$ cat config.mk
export PLATFORM = sky130hd
export DESIGN_NAME = video_timing_flat
export DESIGN_NICKNAME = d
export VERILOG_FILES = /design/src/rtl/video_timing_pkg.sv /design/src/rtl/video_timing_if.sv /design/src/rtl/video_timing_axis_counter.sv /design/src/rtl/video_timing.sv /design/src/flat_wrapper.sv
export SDC_FILE = /design/constraint.sdc
export NUM_CORES = 1
export LEC_CHECK = 0
export CAP_MARGIN = 20
export CORE_MARGIN = 2
export CORE_UTILIZATION = 35
export CTS_CLUSTER_SIZE = 14
export DETAILED_ROUTE_END_ITERATION = 12
export DONT_BUFFER_PORTS = 1
export MAX_ROUTING_LAYER = met4
export SYNTH_ARGS = -nofsm -noshare
export SYNTH_HDL_FRONTEND = slang
export SYNTH_HIERARCHICAL = 1
export SYNTH_SLANG_ARGS = --single-unit
$ cat constraint.sdc
create_clock -name clk -period 4.2 [get_ports clk]
set_clock_uncertainty 0.15 [all_clocks]
set_input_delay 0.84 -clock clk [delete_from_list [all_inputs] [get_ports clk]]
set_output_delay 0.84 -clock clk [all_outputs]
set_load 0.005 [all_outputs]
$ cat src/rtl/video_timing_pkg.sv
// video_timing_pkg
// Shared constants and helpers for the raster timing generator:
//   - CNT_W: width of the pixel/line counters on the position bus
//   - MAX_TOTAL: largest TOTAL (pixels per line or lines per frame) that fits CNT_W
//   - presets for 1280x720@60 and 640x480@60
//   - sync_bus_t: the {hsync, vsync, de} bundle carried by the delay line
//   - calc_total(): TOTAL of one axis from its four segment lengths
package video_timing_pkg;

    localparam int unsigned CNT_W     = 11;
    localparam int unsigned MAX_TOTAL = 2048;

    // 1280x720@60, 74.25 MHz pixel clock, positive syncs
    localparam int unsigned P720_H_ACTIVE = 1280;
    localparam int unsigned P720_H_FP     = 110;
    localparam int unsigned P720_H_SYNC   = 40;
    localparam int unsigned P720_H_BP     = 220;
    localparam int unsigned P720_V_ACTIVE = 720;
    localparam int unsigned P720_V_FP     = 5;
    localparam int unsigned P720_V_SYNC   = 5;
    localparam int unsigned P720_V_BP     = 20;
    localparam bit          P720_H_POL    = 1'b1;
    localparam bit          P720_V_POL    = 1'b1;

    // 640x480@60, 25.175 MHz pixel clock, negative syncs
    localparam int unsigned P480_H_ACTIVE = 640;
    localparam int unsigned P480_H_FP     = 16;
    localparam int unsigned P480_H_SYNC   = 96;
    localparam int unsigned P480_H_BP     = 48;
    localparam int unsigned P480_V_ACTIVE = 480;
    localparam int unsigned P480_V_FP     = 10;
    localparam int unsigned P480_V_SYNC   = 2;
    localparam int unsigned P480_V_BP     = 33;
    localparam bit          P480_H_POL    = 1'b0;
    localparam bit          P480_V_POL    = 1'b0;

    typedef struct packed {
        logic hsync;
        logic vsync;
        logic de;
    } sync_bus_t;

    // Length of one axis: active area plus front porch, sync and back porch
    function automatic int unsigned calc_total(input int unsigned active,
                                               input int unsigned fp,
                                               input int unsigned sync,
                                               input int unsigned bp);
        return active + fp + sync + bp;
    endfunction

endpackage

$ cat src/rtl/video_timing_if.sv
// video_timing_if
// Pixel-position bus between the timing generator and its consumers.
//   i_enable       : advance the raster by one pixel this cycle
//   o_hcnt/o_vcnt  : current column / line
//   o_hsync/o_vsync/o_de : decoded timing, aligned with the counters
//   o_line_start/o_frame_start : one-cycle pulses at column 0 / position (0,0)
//   o_*_d          : sync/DE delayed to match registered consumer outputs
// master: the timing generator. slave: a consumer that also owns the enable.
interface video_timing_if;
    import video_timing_pkg::*;

    logic             i_enable;
    logic [CNT_W-1:0] o_hcnt;
    logic [CNT_W-1:0] o_vcnt;
    logic             o_hsync;
    logic             o_vsync;
    logic             o_de;
    logic             o_line_start;
    logic             o_frame_start;
    logic             o_hsync_d;
    logic             o_vsync_d;
    logic             o_de_d;

    modport master (
        input  i_enable,
        output o_hcnt, o_vcnt, o_hsync, o_vsync, o_de,
        output o_line_start, o_frame_start,
        output o_hsync_d, o_vsync_d, o_de_d
    );

    modport slave (
        output i_enable,
        input  o_hcnt, o_vcnt, o_hsync, o_vsync, o_de,
        input  o_line_start, o_frame_start,
        input  o_hsync_d, o_vsync_d, o_de_d
    );

endinterface

$ cat src/rtl/video_timing_axis_counter.sv
// video_axis_counter
// One raster axis (horizontal or vertical). Counts 0..TOTAL-1 on each step,
// wrapping to 0, and decodes the active and sync windows.
//   clk, resetn : pixel clock, async active-low reset
//   step        : advance by one this cycle
//   count       : current position (reset value TOTAL-1, in blanking)
//   wrap        : combinational, high when this step takes count back to 0
//   active      : count < ACTIVE, registered alongside count
//   sync        : POL while count is in [ACTIVE+FP, ACTIVE+FP+SYNC), else !POL
// active/sync are registered from the next count so they describe the same
// position as count in every cycle.
module video_axis_counter
    import video_timing_pkg::*;
#(
    parameter int unsigned ACTIVE = 1280,
    parameter int unsigned FP     = 110,
    parameter int unsigned SYNC   = 40,
    parameter int unsigned BP     = 220,
    parameter bit          POL    = 1'b1
) (
    input  logic             clk,
    input  logic             resetn,
    input  logic             step,
    output logic [CNT_W-1:0] count,
    output logic             wrap,
    output logic             active,
    output logic             sync
);

    localparam int unsigned      TOTAL      = calc_total(ACTIVE, FP, SYNC, BP);
    localparam logic [CNT_W-1:0] LAST       = CNT_W'(TOTAL - 1);
    localparam int unsigned      SYNC_START = ACTIVE + FP;
    localparam int unsigned      SYNC_END   = ACTIVE + FP + SYNC;

    logic [CNT_W-1:0] count_r;
    logic [CNT_W-1:0] count_nxt_s;
    logic [31:0]      count_nxt_w_s;
    logic             at_last_s;
    logic             in_active_s;
    logic             in_sync_s;
    logic             active_r;
    logic             sync_r;

    // Next position and the windows it falls into
    always_comb begin
        at_last_s = (count_r == LAST);
        if (step) begin
            if (at_last_s) begin
                count_nxt_s = {CNT_W{1'b0}};
            end else begin
                count_nxt_s = count_r + CNT_W'(1);
            end
        end else begin
            count_nxt_s = count_r;
        end
        count_nxt_w_s = {{(32 - CNT_W){1'b0}}, count_nxt_s};
        in_active_s   = (count_nxt_w_s < ACTIVE);
        in_sync_s     = (count_nxt_w_s >= SYNC_START) && (count_nxt_w_s < SYNC_END);
    end

    // Position counter and decoded flags
    always_ff @(posedge clk or negedge resetn) begin
        if (!resetn) begin
            count_r  <= LAST;
            active_r <= 1'b0;
            sync_r   <= ~POL;
        end else begin
            count_r  <= count_nxt_s;
            active_r <= in_active_s;
            sync_r   <= in_sync_s ? POL : ~POL;
        end
    end

    assign count  = count_r;
    assign wrap   = step & at_last_s;
    assign active = active_r;
    assign sync   = sync_r;

endmodule

$ cat src/rtl/video_timing.sv
// video_timing
// Raster timing generator for the shared pixel-position bus.
//   clk     : pixel clock
//   resetn  : asynchronous active-low reset
//   bus     : video_timing_if.master (enable in; counters, syncs, DE,
//             line/frame pulses and PIPE_DELAY-delayed sync/DE out)
// The horizontal axis steps on i_enable; its wrap steps the vertical axis,
// so vsync and the line number change together at hcnt = 0.
module video_timing
    import video_timing_pkg::*;
#(
    parameter int unsigned H_ACTIVE   = 1280,
    parameter int unsigned H_FP       = 110,
    parameter int unsigned H_SYNC     = 40,
    parameter int unsigned H_BP       = 220,
    parameter int unsigned V_ACTIVE   = 720,
    parameter int unsigned V_FP       = 5,
    parameter int unsigned V_SYNC     = 5,
    parameter int unsigned V_BP       = 20,
    parameter bit          H_POL      = 1'b1,
    parameter bit          V_POL      = 1'b1,
    parameter int unsigned PIPE_DELAY = 1
) (
    input  logic          clk,
    input  logic          resetn,
    video_timing_if.master bus
);

    localparam int unsigned H_TOTAL = calc_total(H_ACTIVE, H_FP, H_SYNC, H_BP);
    localparam int unsigned V_TOTAL = calc_total(V_ACTIVE, V_FP, V_SYNC, V_BP);
    localparam sync_bus_t   IDLE    = '{hsync: ~H_POL, vsync: ~V_POL, de: 1'b0};

    if (H_TOTAL > MAX_TOTAL) begin : g_h_total_chk
        $error("video_timing: H_TOTAL exceeds counter range");
    end
    if (V_TOTAL > MAX_TOTAL) begin : g_v_total_chk
        $error("video_timing: V_TOTAL exceeds counter range");
    end
    if (PIPE_DELAY > 4) begin : g_pipe_chk
        $error("video_timing: PIPE_DELAY must be 0..4");
    end

    logic [CNT_W-1:0] h_count_s;
    logic [CNT_W-1:0] v_count_s;
    logic             h_wrap_s;
    logic             v_wrap_s;
    logic             h_active_s;
    logic             v_active_s;
    logic             h_sync_s;
    logic             v_sync_s;
    logic             line_start_r;
    logic             frame_start_r;
    sync_bus_t        now_s;
    sync_bus_t        dly_s;

    video_axis_counter #(
        .ACTIVE (H_ACTIVE), .FP (H_FP), .SYNC (H_SYNC), .BP (H_BP), .POL (H_POL)
    ) u_h_axis (
        .clk    (clk),
        .resetn (resetn),
        .step   (bus.i_enable),
        .count  (h_count_s),
        .wrap   (h_wrap_s),
        .active (h_active_s),
        .sync   (h_sync_s)
    );

    video_axis_counter #(
        .ACTIVE (V_ACTIVE), .FP (V_FP), .SYNC (V_SYNC), .BP (V_BP), .POL (V_POL)
    ) u_v_axis (
        .clk    (clk),
        .resetn (resetn),
        .step   (h_wrap_s),
        .count  (v_count_s),
        .wrap   (v_wrap_s),
        .active (v_active_s),
        .sync   (v_sync_s)
    );

    // Line/frame pulses: high only in the cycle after an advance onto column 0 / (0,0)
    always_ff @(posedge clk or negedge resetn) begin
        if (!resetn) begin
            line_start_r  <= 1'b0;
            frame_start_r <= 1'b0;
        end else begin
            line_start_r  <= h_wrap_s;
            frame_start_r <= h_wrap_s & v_wrap_s;
        end
    end

    // Both active flags come from flops clocked on the same edge, so DE is
    // aligned with the counters without another register stage.
    assign now_s = '{hsync: h_sync_s, vsync: v_sync_s, de: h_active_s & v_active_s};

    if (PIPE_DELAY == 0) begin : g_no_delay
        assign dly_s = now_s;
    end else begin : g_delay
        sync_bus_t pipe_r [PIPE_DELAY];

        // Free-running shift register; it ignores i_enable so the delay is in clocks
        always_ff @(posedge clk or negedge resetn) begin
            if (!resetn) begin
                for (int unsigned i = 0; i < PIPE_DELAY; i++) begin
                    pipe_r[i] <= IDLE;
                end
            end else begin
                pipe_r[0] <= now_s;
                for (int unsigned i = 1; i < PIPE_DELAY; i++) begin
                    pipe_r[i] <= pipe_r[i - 1];
                end
            end
        end

        assign dly_s = pipe_r[PIPE_DELAY - 1];
    end

    assign bus.o_hcnt        = h_count_s;
    assign bus.o_vcnt        = v_count_s;
    assign bus.o_hsync       = now_s.hsync;
    assign bus.o_vsync       = now_s.vsync;
    assign bus.o_de          = now_s.de;
    assign bus.o_line_start  = line_start_r;
    assign bus.o_frame_start = frame_start_r;
    assign bus.o_hsync_d     = dly_s.hsync;
    assign bus.o_vsync_d     = dly_s.vsync;
    assign bus.o_de_d        = dly_s.de;

endmodule

$ cat src/flat_wrapper.sv
// flat-port wrapper written by rule: the top's interface ports become plain ports
module video_timing_flat import video_timing_pkg::*;
#(
    parameter int unsigned H_ACTIVE   = 1280,
    parameter int unsigned H_FP       = 110,
    parameter int unsigned H_SYNC     = 40,
    parameter int unsigned H_BP       = 220,
    parameter int unsigned V_ACTIVE   = 720,
    parameter int unsigned V_FP       = 5,
    parameter int unsigned V_SYNC     = 5,
    parameter int unsigned V_BP       = 20,
    parameter bit          H_POL      = 1'b1,
    parameter bit          V_POL      = 1'b1,
    parameter int unsigned PIPE_DELAY = 1
)
  (clk, resetn, bus_i_enable, bus_o_hcnt, bus_o_vcnt, bus_o_hsync, bus_o_vsync, bus_o_de, bus_o_line_start, bus_o_frame_start, bus_o_hsync_d, bus_o_vsync_d, bus_o_de_d);
  video_timing_if bus_i ();
  input  logic clk;
  input  logic resetn;
  input wire logic [$bits(bus_i.i_enable)-1:0] bus_i_enable;
  output wire logic [$bits(bus_i.o_hcnt)-1:0] bus_o_hcnt;
  output wire logic [$bits(bus_i.o_vcnt)-1:0] bus_o_vcnt;
  output wire logic [$bits(bus_i.o_hsync)-1:0] bus_o_hsync;
  output wire logic [$bits(bus_i.o_vsync)-1:0] bus_o_vsync;
  output wire logic [$bits(bus_i.o_de)-1:0] bus_o_de;
  output wire logic [$bits(bus_i.o_line_start)-1:0] bus_o_line_start;
  output wire logic [$bits(bus_i.o_frame_start)-1:0] bus_o_frame_start;
  output wire logic [$bits(bus_i.o_hsync_d)-1:0] bus_o_hsync_d;
  output wire logic [$bits(bus_i.o_vsync_d)-1:0] bus_o_vsync_d;
  output wire logic [$bits(bus_i.o_de_d)-1:0] bus_o_de_d;
  assign bus_i.i_enable = bus_i_enable;
  assign bus_o_hcnt = bus_i.o_hcnt;
  assign bus_o_vcnt = bus_i.o_vcnt;
  assign bus_o_hsync = bus_i.o_hsync;
  assign bus_o_vsync = bus_i.o_vsync;
  assign bus_o_de = bus_i.o_de;
  assign bus_o_line_start = bus_i.o_line_start;
  assign bus_o_frame_start = bus_i.o_frame_start;
  assign bus_o_hsync_d = bus_i.o_hsync_d;
  assign bus_o_vsync_d = bus_i.o_vsync_d;
  assign bus_o_de_d = bus_i.o_de_d;
  video_timing #(.H_ACTIVE(H_ACTIVE), .H_FP(H_FP), .H_SYNC(H_SYNC), .H_BP(H_BP), .V_ACTIVE(V_ACTIVE), .V_FP(V_FP), .V_SYNC(V_SYNC), .V_BP(V_BP), .H_POL(H_POL), .V_POL(V_POL), .PIPE_DELAY(PIPE_DELAY)) u_core (.clk(clk), .resetn(resetn), .bus(bus_i));
endmodule
== Word-level counts from Yosys, hierarchy flattened ==
Index checks and enable logic that the tools add are counted.

* Output and inout port bits: 30
* Register bits after elaboration: 31
* Word-level logic and storage cells: 33
* Bits of input ports: 3

* Reduce and logical (&&, ||, !) cells: 2
* Add/subtract/negate cells: 2
* Bitwise operators: 4
* $lt $le $gt $ge: 6
* Multiplexer cells: 6
* Equality and inequality tests: 2

{| class="wikitable"
|+ Operator list
! operator !! number
|-
| 11-bit two-way mux || 4
|-
| 11-bit by 1-bit adder with 11-bit output (second input constant) || 2
|-
| 11-bit by 10-bit < comparator with 1-bit output (second input constant) || 2
|-
| 11-bit < comparator (second input constant) || 2
|-
| 11-bit by 10-bit equality test with 1-bit output (second input constant) || 1
|-
| 11-bit equality test (second input constant) || 1
|-
| 11-bit by 10-bit greater-or-equal comparator with 1-bit output (second input constant) || 1
|-
| 11-bit greater-or-equal comparator (second input constant) || 1
|-
| 1-bit bitwise AND || 4
|-
| 1-bit logical AND || 2
|-
| 1-bit two-way mux || 2
|}

== Logic depth before layout (Yosys ltp) ==
* Depth in word-level cells: 6
* Depth in mapped cells: 12
* Gate-level depth less buffers: 9

== Hierarchy ==
The synthesis kept the hierarchy.

{| class="wikitable"
|+ Modules (own cells, without submodules)
! module !! seq. area each (um^2) !! area an instance (um^2) !! times used !! cells each
|-
| video_axis_counter at u_core.u_v_axis || 334.1 || 918.4 || 1 || 102
|-
| video_axis_counter at u_core.u_h_axis || 332.8 || 803.3 || 1 || 80
|-
| video_timing || 125.1 || 137.6 || 1 || 7
|}

== Worst setup path before layout ==
OpenSTA, ideal clock, no wires.

* Path kind: input to register
* Start: in bus_i_enable
* End: reg u_core.u_v_axis.sync_r, in the netlist u_core/u_v_axis/sync
* Buffers on the path: 2
* Data arrival time: 2732 ps
* Cell stages on the path: 9
* Path slack: 1194 ps
* Setup time: 123 ps
* Path through: buf_4 > nand4b_1 > nor4_2 > buf_2 > nand2_1 > or4b_1 > a311o_2 > or3b_1 > nor4b_1

* Cells in the longest elaborated chain, start to end: 5

{| class="wikitable"
|+ Ends and longest elaborated chain
! item !! line !! RTL
|-
| start: declaration || flat_wrapper.sv:20 || <nowiki>input wire logic [$bits(bus_i.i_enable)-1:0] bus_i_enable;</nowiki>
|-
| 1-bit bitwise AND * || video_timing_axis_counter.sv:75 || <nowiki>assign wrap = step & at_last_s;</nowiki>
|-
| net u_core.h_wrap_s || video_timing.sv:45 || <nowiki>logic h_wrap_s;</nowiki>
|-
| 11-bit two-way mux * || video_timing_axis_counter.sv:47 || <nowiki>if (step) begin</nowiki>
|-
| net u_core.u_v_axis.count_nxt_s[9] || video_timing_axis_counter.sv:36 || <nowiki>logic [CNT_W-1:0] count_nxt_s;</nowiki>
|-
| 11-bit by 10-bit greater-or-equal comparator with 1-bit output or 11-bit by 10-bit < comparator with 1-bit output (tied branches) || video_timing_axis_counter.sv:58 || <nowiki>in_sync_s = (count_nxt_w_s >= SYNC_START) && (count_nxt_w_s < SYNC_END);</nowiki>
|-
| 1-bit logical AND * || video_timing_axis_counter.sv:58 ||
|-
| net u_core.u_v_axis.in_sync_s || video_timing_axis_counter.sv:40 || <nowiki>logic in_sync_s;</nowiki>
|-
| 1-bit two-way mux * || video_timing_axis_counter.sv:70 || <nowiki>sync_r <= in_sync_s ? POL : ~POL;</nowiki>
|-
| end signal: assignment || video_timing_axis_counter.sv:66 || <nowiki>sync_r <= ~POL;</nowiki>
|-
| end signal: assignment || video_timing_axis_counter.sv:70 ||
|-
| end: declaration || video_timing_axis_counter.sv:42 || <nowiki>logic sync_r;</nowiki>
|}

Mark *: on every way through the listed nets, which the timed path passes. The rest lies on a longest branch.

== Worst setup path in the final report ==
* Start: reg u_core.u_h_axis.count_r[6], in the netlist u_core/u_h_axis/count[6]
* End: reg u_core.u_v_axis.sync_r, in the netlist u_core/u_v_axis/sync

* Cells in the longest elaborated chain, start to end: 6

{| class="wikitable"
|+ Ends and longest elaborated chain
! item !! line !! RTL
|-
| start: declaration || video_timing_axis_counter.sv:35 || <nowiki>logic [CNT_W-1:0] count_r;</nowiki>
|-
| start signal: assignment || video_timing_axis_counter.sv:68 || <nowiki>count_r <= count_nxt_s;</nowiki>
|-
| 11-bit equality test * || video_timing_axis_counter.sv:46 || <nowiki>at_last_s = (count_r == LAST);</nowiki>
|-
| 1-bit bitwise AND * || video_timing_axis_counter.sv:75 ||
|-
| net u_core.h_wrap_s || video_timing.sv:45 ||
|-
| 11-bit two-way mux * || video_timing_axis_counter.sv:47 ||
|-
| net u_core.u_v_axis.count_nxt_s[10] || video_timing_axis_counter.sv:36 ||
|-
| 11-bit by 10-bit greater-or-equal comparator with 1-bit output or 11-bit by 10-bit < comparator with 1-bit output (tied branches) || video_timing_axis_counter.sv:58 ||
|-
| 1-bit logical AND * || video_timing_axis_counter.sv:58 ||
|-
| net u_core.u_v_axis.in_sync_s || video_timing_axis_counter.sv:40 ||
|-
| 1-bit two-way mux * || video_timing_axis_counter.sv:70 ||
|}

Marks and branches as above.

==> run metrics <==
CTS tree built; pin count of the biggest net entering global routing 32; LEAKAGE 0.726 nW; post-CTS resize count 0; die height roughly 77 um; yosys warns 6; # setup viols final 0; compound-gate portion of the synthesized area under 10%; clk root buf clkbuf_8; area leader, netlist dfrtp_1; gr ovfl total 0; status complete, no violations; drt first pass iters 4; DP Wirelength 2830 um; top cells by area, synth dfrtp_1 (24%), dfstp_2 (18%), xnor2_1 (5.2%); Int Pwr around 0.55 mW; Nets 191; Synth Cell Area 0.00186 mm2; drt drc 0; path type of the worst setup path flip-flop to flip-flop; first-pass GRT wire length between 6000 and 7000 um; net switching power figure ~0.28 mW; total number of vias between 1000 and 1500; Avg Cell Area, Syn between 9 and 10 um2; Syn Inst Count between 150 and 200; WL final 3950 um; Post-synth EDFFs 0; CTS Sinks 31; initial antenna violation count 0; clk_lat worst skew 0.28 ns; Top FF cell, synth dfrtp_1; Syn-to-layout area delta 6.19%; CP arrival 3.29 ns; CTS Buffer Depth 2; fin crit share between 70% and 80%; CTS buffer count 5; maximum capacitance violations 0; unique cell type count in the Yosys netlist between 50 and 60; post-route minimum period 3.28 ns; gr usage total approximately 15%; Clk pwr share around 28%; count leader, synth nor2_1; power share of the sequential group a little over half; via/cell ratio approximately 5.3; CP cell instances nand4b_1 > nor4_4 > nand4_1 > nor4_1 > xor2_1 > or3b_1 > nor4b_1; crit path to u_core/u_v_axis/sync; combinational power share between 10% and 20%; main combinational cell family by area after synthesis simple AND/OR/NAND/NOR gates; layout cells sized above 1 18.4%; asr flop ratio synth 100%; # Post-CTS Setup Buffers 0; mux cell area share after synthesis about 1.1%; Die X 76.9 um; Net Count, Synth 196; post-synthesis simple-gate area fraction slightly below 30%; First DRT Iteration DRCs 100; Critical Path Sink Type flip-flop; Max-slew headroom 48.0%; Final Hold Fails 0; Slew @ Worst Pin 0.774 ns; Setup TNS Final 0 ns; WP data required 4.21 ns; Worst-path clk slew about 0.060 ns; Yosys reg bits 31; sequential share of the synthesized area 42.6%; CP max-delay cell nor4_4; row cnt 26; PwrDens 422 mW/mm2; vias in the first global route between 1000 and 1500; Power, Total roughly 0.83 mW; Slew Viols, Final 0; Final GP Congestion 0.802; Hold WC Path Type input port to async pin; IO buf count 0; switching part of the total around a third; max frequency ~300 MHz; Starting Density between 30% and 40%; remaining antenna violation count 0; CP peak stage delay around 0.66 ns; Critical Path Source Type flip-flop; DR WL/cell 15.5 um; Synth Area in Adders 2.69%; Critical R2R Launch u_core/u_h_axis/count[6]; core area just over 0.005 mm2; flop2flop setup slack just over 0.9 ns; RSZ-0062 raised after global routing no; I/O pin cnt 33; n_diodes 0; Hold Buf Count CTS 0; Synth top area share between 20% and 30%; Post-Synth XOR/XNOR Area a little under a tenth; Crit Reg-Reg Endpoint u_core/u_v_axis/sync; commonest cells in the netlist nor2_1 (20), dfrtp_1 (18), dfstp_2 (13), nand2_1 (13), xnor2_1 (11); H-tree Lvls 2; worst r2r path cells 7; CP max FO 14; Die ar. between 0.005 and 0.006 mm2; VDD IR-drop max 0.196 mV; CP Launch Point u_core/u_h_axis/count[6]
==> critical path: cells and delay by family, from the launching register on <==
family / cells / cell delay [ns]
DFF: 1 / 0.63
and+or+nand+nor: 6 / 2.23
xor gates and xnor gates: 1 / 0.16
==> flip-flops by register name (all words and copies together), names as in the netlist <==
name and cells:
u_core/bus.o_de_d 1, u_core/bus.o_frame_start 1, u_core/bus.o_hsync_d 1, u_core/bus.o_line_start 1, u_core/bus.o_vsync_d 1, u_core/u_h_axis/active 1
u_core/u_h_axis/count 11, u_core/u_h_axis/sync 1, u_core/u_v_axis/active 1, u_core/u_v_axis/count 11, u_core/u_v_axis/sync 1
==> cell families after synthesis <==
kind of cell / count (synthesis)
buf+inv: 20
flops: 31
simple gates: 87
xor+xnor: 20
compound gates: 25
fa+ha+maj: 4
mux: 2
==> per-layer routing <==
layer / part of all wire, % / GRT usage (%)
met5: 0 / -
met4: 2.1 / 6.55
met3: 7.1 / 6.35
met2: 44 / 20.2
met1: 47 / 18.8
==> metrics by stage <==
step                setup WS (ns)  cell area, um2  std cells  utilization [%]  hold slack, ns
finish                      0.916            1970        255             38.7          0.0970
global route                0.698            1970        255             38.7          0.0718
CTS                         0.939            1970        255             38.7          0.0832
detailed placement          0.869            1880        247             36.9           0.250
global placement            0.926            1880        247             36.9           0.243
floorplan                    1.19            1860        189                -           0.226
==> area by class of cell <==
cell class	count	area, um2
clock buffers	7	86.3
clock inverters	1	5.00
fillers	519	3130
inverters	7	26.3
multi-input cells	138	970
flip-flops and latches	31	792
well taps	70	87.6
repair buffers	1	7.51
==> worst min path at each step <==
stage                                    end  slack, ns  depth (start not counted)
floorplan               u_core/bus.o_hsync_d       0.23                          0
global placement        u_core/bus.o_vsync_d       0.24                          0
detailed placement      u_core/bus.o_hsync_d       0.25                          0
CTS                 u_core/u_h_axis/count[1]       0.08                          0
global route        u_core/u_h_axis/count[1]       0.07                          0
finish              u_core/u_h_axis/count[1]        0.1                          0
==> power by group through the flow <==
stage	logic (mW)	clock network, mW	registers (mW)
after floorplan	0.154	0	0.403
after global placement	0.153	0	0.444
after detailed placement	0.153	0	0.445
after CTS	0.155	0.247	0.441
after global routing	0.176	0.267	0.449
final	0.157	0.237	0.441
==> cells in the final DEF (no fill, tap or decap), drive strengths merged, types with 2 or more instances in the layout <==
cell type / n
a211oi: 2
a21oi: 6
and2: 5
and3: 4
clkbuf: 7
dfrtp: 18
dfstp: 13
ha: 4
inv: 7
nand2: 14
nand3: 9
nand4: 9
nand4b: 4
nand4bb: 2
nor2: 20
nor3: 2
nor3b: 2
nor4: 5
o211ai: 3
o21ai: 4
or3: 2
or3b: 3
xnor2: 11
xor2: 9
Power figures use the tool's default switching activity.
==> RTL change, RTL diff (same flow settings) <==
`CNT_W`: 11 -> 12.
--- a/src/rtl/video_timing_pkg.sv
+++ b/src/rtl/video_timing_pkg.sv
@@ -7,7 +7,7 @@
 //   - calc_total(): TOTAL of one axis from its four segment lengths
 package video_timing_pkg;
 
-    localparam int unsigned CNT_W     = 11;
+    localparam int unsigned CNT_W     = 12;
     localparam int unsigned MAX_TOTAL = 2048;
 
     // 1280x720@60, 74.25 MHz pixel clock, positive syncs
Interface: changed (resized bus_o_hcnt and bus_o_vcnt); port bits go from 33 to 35. The function was not compared with the original's and may differ.
==> RTL change against the unedited design <==
Critical path depth grew 2; power grew 8.9%; core utilization grew 1.1 points; synthesized area shrank 1.2%; routed wire length grew 0.89%; design area grew 2.2%; sequential cell count grew 2; first-iteration DRC count shrank 12%; setup slack gained 0.091 ns; hold slack lost 0.011 ns.
==> RTL change: results (changes against the unedited design) <==
- Number of global-route vias before repair: 1,327 (+1.3%)
- DP Area: 0.00190 mm2 (+0.93%)
- Area of the multi-input gates: 941 um2 (-3.0%)
- Gr usage total: 15.1% (+0.40 points)
- Maximum VDD drop: 0.161 mV (-18%)
- Ranking of synthesized cells by area: dfrtp_1 (27%), dfstp_2 (19%), xnor2_1 (4.8%)
- Commonest cells post-synth: dfrtp_1 (20), nor2_1 (17), nand2_1 (15)
- Via count: 1,379 (+1.6%)
- Leak Pwr: 0.000813 uW (+12%)
- Critical path origin: u_core/u_h_axis/count[0]
- TritonRoute pass-1 iters: 4 (unchanged)
- Initial antenna violation count: 0 (unchanged)
- Per-cell routed wire length: 15.7 um (+1.7%)
- Cts bufs inserted: 5 (unchanged)
- Library cells used by synthesis: 52 (-3.7%)
- Share of layout cells above drive strength 1: 18.0% (-0.35 points)
- Worst-Margin Slew: 0.628 ns (-0.146 ns)
- Antenna-violating nets left: 0 (unchanged)
- DR iter-0 viols: 88 (-12%)
- Register area share after synthesis: 45.8% (+3.2 points)
- CP max stage delay: 0.61 ns (-0.05 ns)
- Synth Area in Adders: 2.72% (+0.033 points)
- Outcome: complete, no violations
- Placed Cells incl. Taps: 245 (-0.81%)
- Mux contribution to synthesized area: 1.09% (-0.054 points)
- Synth Area in XOR/XNOR: 9.06% (-0.36 points)
- DPL Wire Length: 2780 um (-1.8%)
- Reg clk slew, reported paths: 0.07 ns
- FILL cells: 529 (+1.9%)
- Worst min path class: in2async
- CP max FO: 10 (-4)
- Crit path DAT: 3.26 ns (-0.03 ns)
- Port Buffer Count: 0 (unchanged)
- Vias per inst: 5.45 (+2.4%)
- Setup slack at placement: 0.975 ns (+0.106 ns)
- Slowest CP cell: or4_1
- Gp weighted congestion: 0.834 (+4.1%)
- Largest net degree at the start of global routing: 34 (+6.3%)
- Synth Area in Compound Gates: 10.7% (+1.1 points)
- Final slew viol count: 0 (unchanged)
- CTS resizes: 0 (unchanged)
- Syn_nets: 187 (-4.6%)
- Post-Syn Instances: 180 (-4.8%)
- First-pass GRT wire length: 6910 um (+4.5%)
## RTL change: changes by cell type after synthesis, sizes merged, moves of 3 or more
cell    before  now
nor2        20   17
o211ai       3    0
buf         10    5
and4         0    3
nor4         5    2
nor3         2    8
## RTL change: final timing paths
kind	to	slack [ns]	depth (start not counted)
setup / recovery	u_core/u_v_axis/active	1.01	9
max in group asynchronous	u_core/u_h_axis/count[10]	3.63	0
min in group clk	u_core/bus.o_hsync_d	0.24	0
hold / removal	u_core/u_h_axis/count[1]	0.09	0
hold reg to reg	u_core/bus.o_hsync_d	0.24	0
setup reg to reg	u_core/u_v_axis/active	1.01	9
## RTL change: kinds of logic after synthesis
kind of cell	count (synthesis)
AND/OR/NAND/NOR	85
multiplexers	2
buffers and inverters	12
flip-flops	33
XOR/XNOR	19
adder cells (fa/ha/maj)	4
AO/OA/AOI/OAI	25
## RTL change: layout make-up
class / count / area share (%)
multi-input combinational: 135 / 46.7
sequential: 33 / 41.7
tap: 70 / 4.34
clock buffer: 7 / 4.28
clock inverter: 1 / 1.49
inverter: 6 / 1.12
timing repair buffer: 1 / 0.372
## RTL change: per-layer routing
layer,up-vias,wire length [um],GRT usage (%)
met3,7,252,4.98
met5,-,0,-
met2,41,1780,22.1
met4,0,68,4.91
li1,655,-,-
met1,676,1880,19.9
## RTL change: worst max-delay path: cells and delay by family, from the launching register on
family | cells | cell delay (ns)
buffers and inverters | 1 | 0.21
AO/OA/AOI/OAI | 3 | 0.39
flip-flops | 1 | 0.59
adder cells (fa/ha/maj) | 1 | 0.16
AND/OR/NAND/NOR | 4 | 1.61
## RTL change: power breakdown
| part | internal (uW) | switching, uW | leakage (uW) |
|---|---|---|---|
| sequential | 369 | 74.1 | 0.000391 |
| combinational | 78.2 | 77.1 | 0.000363 |
| clock | 193 | 117 | 0.0000585 |
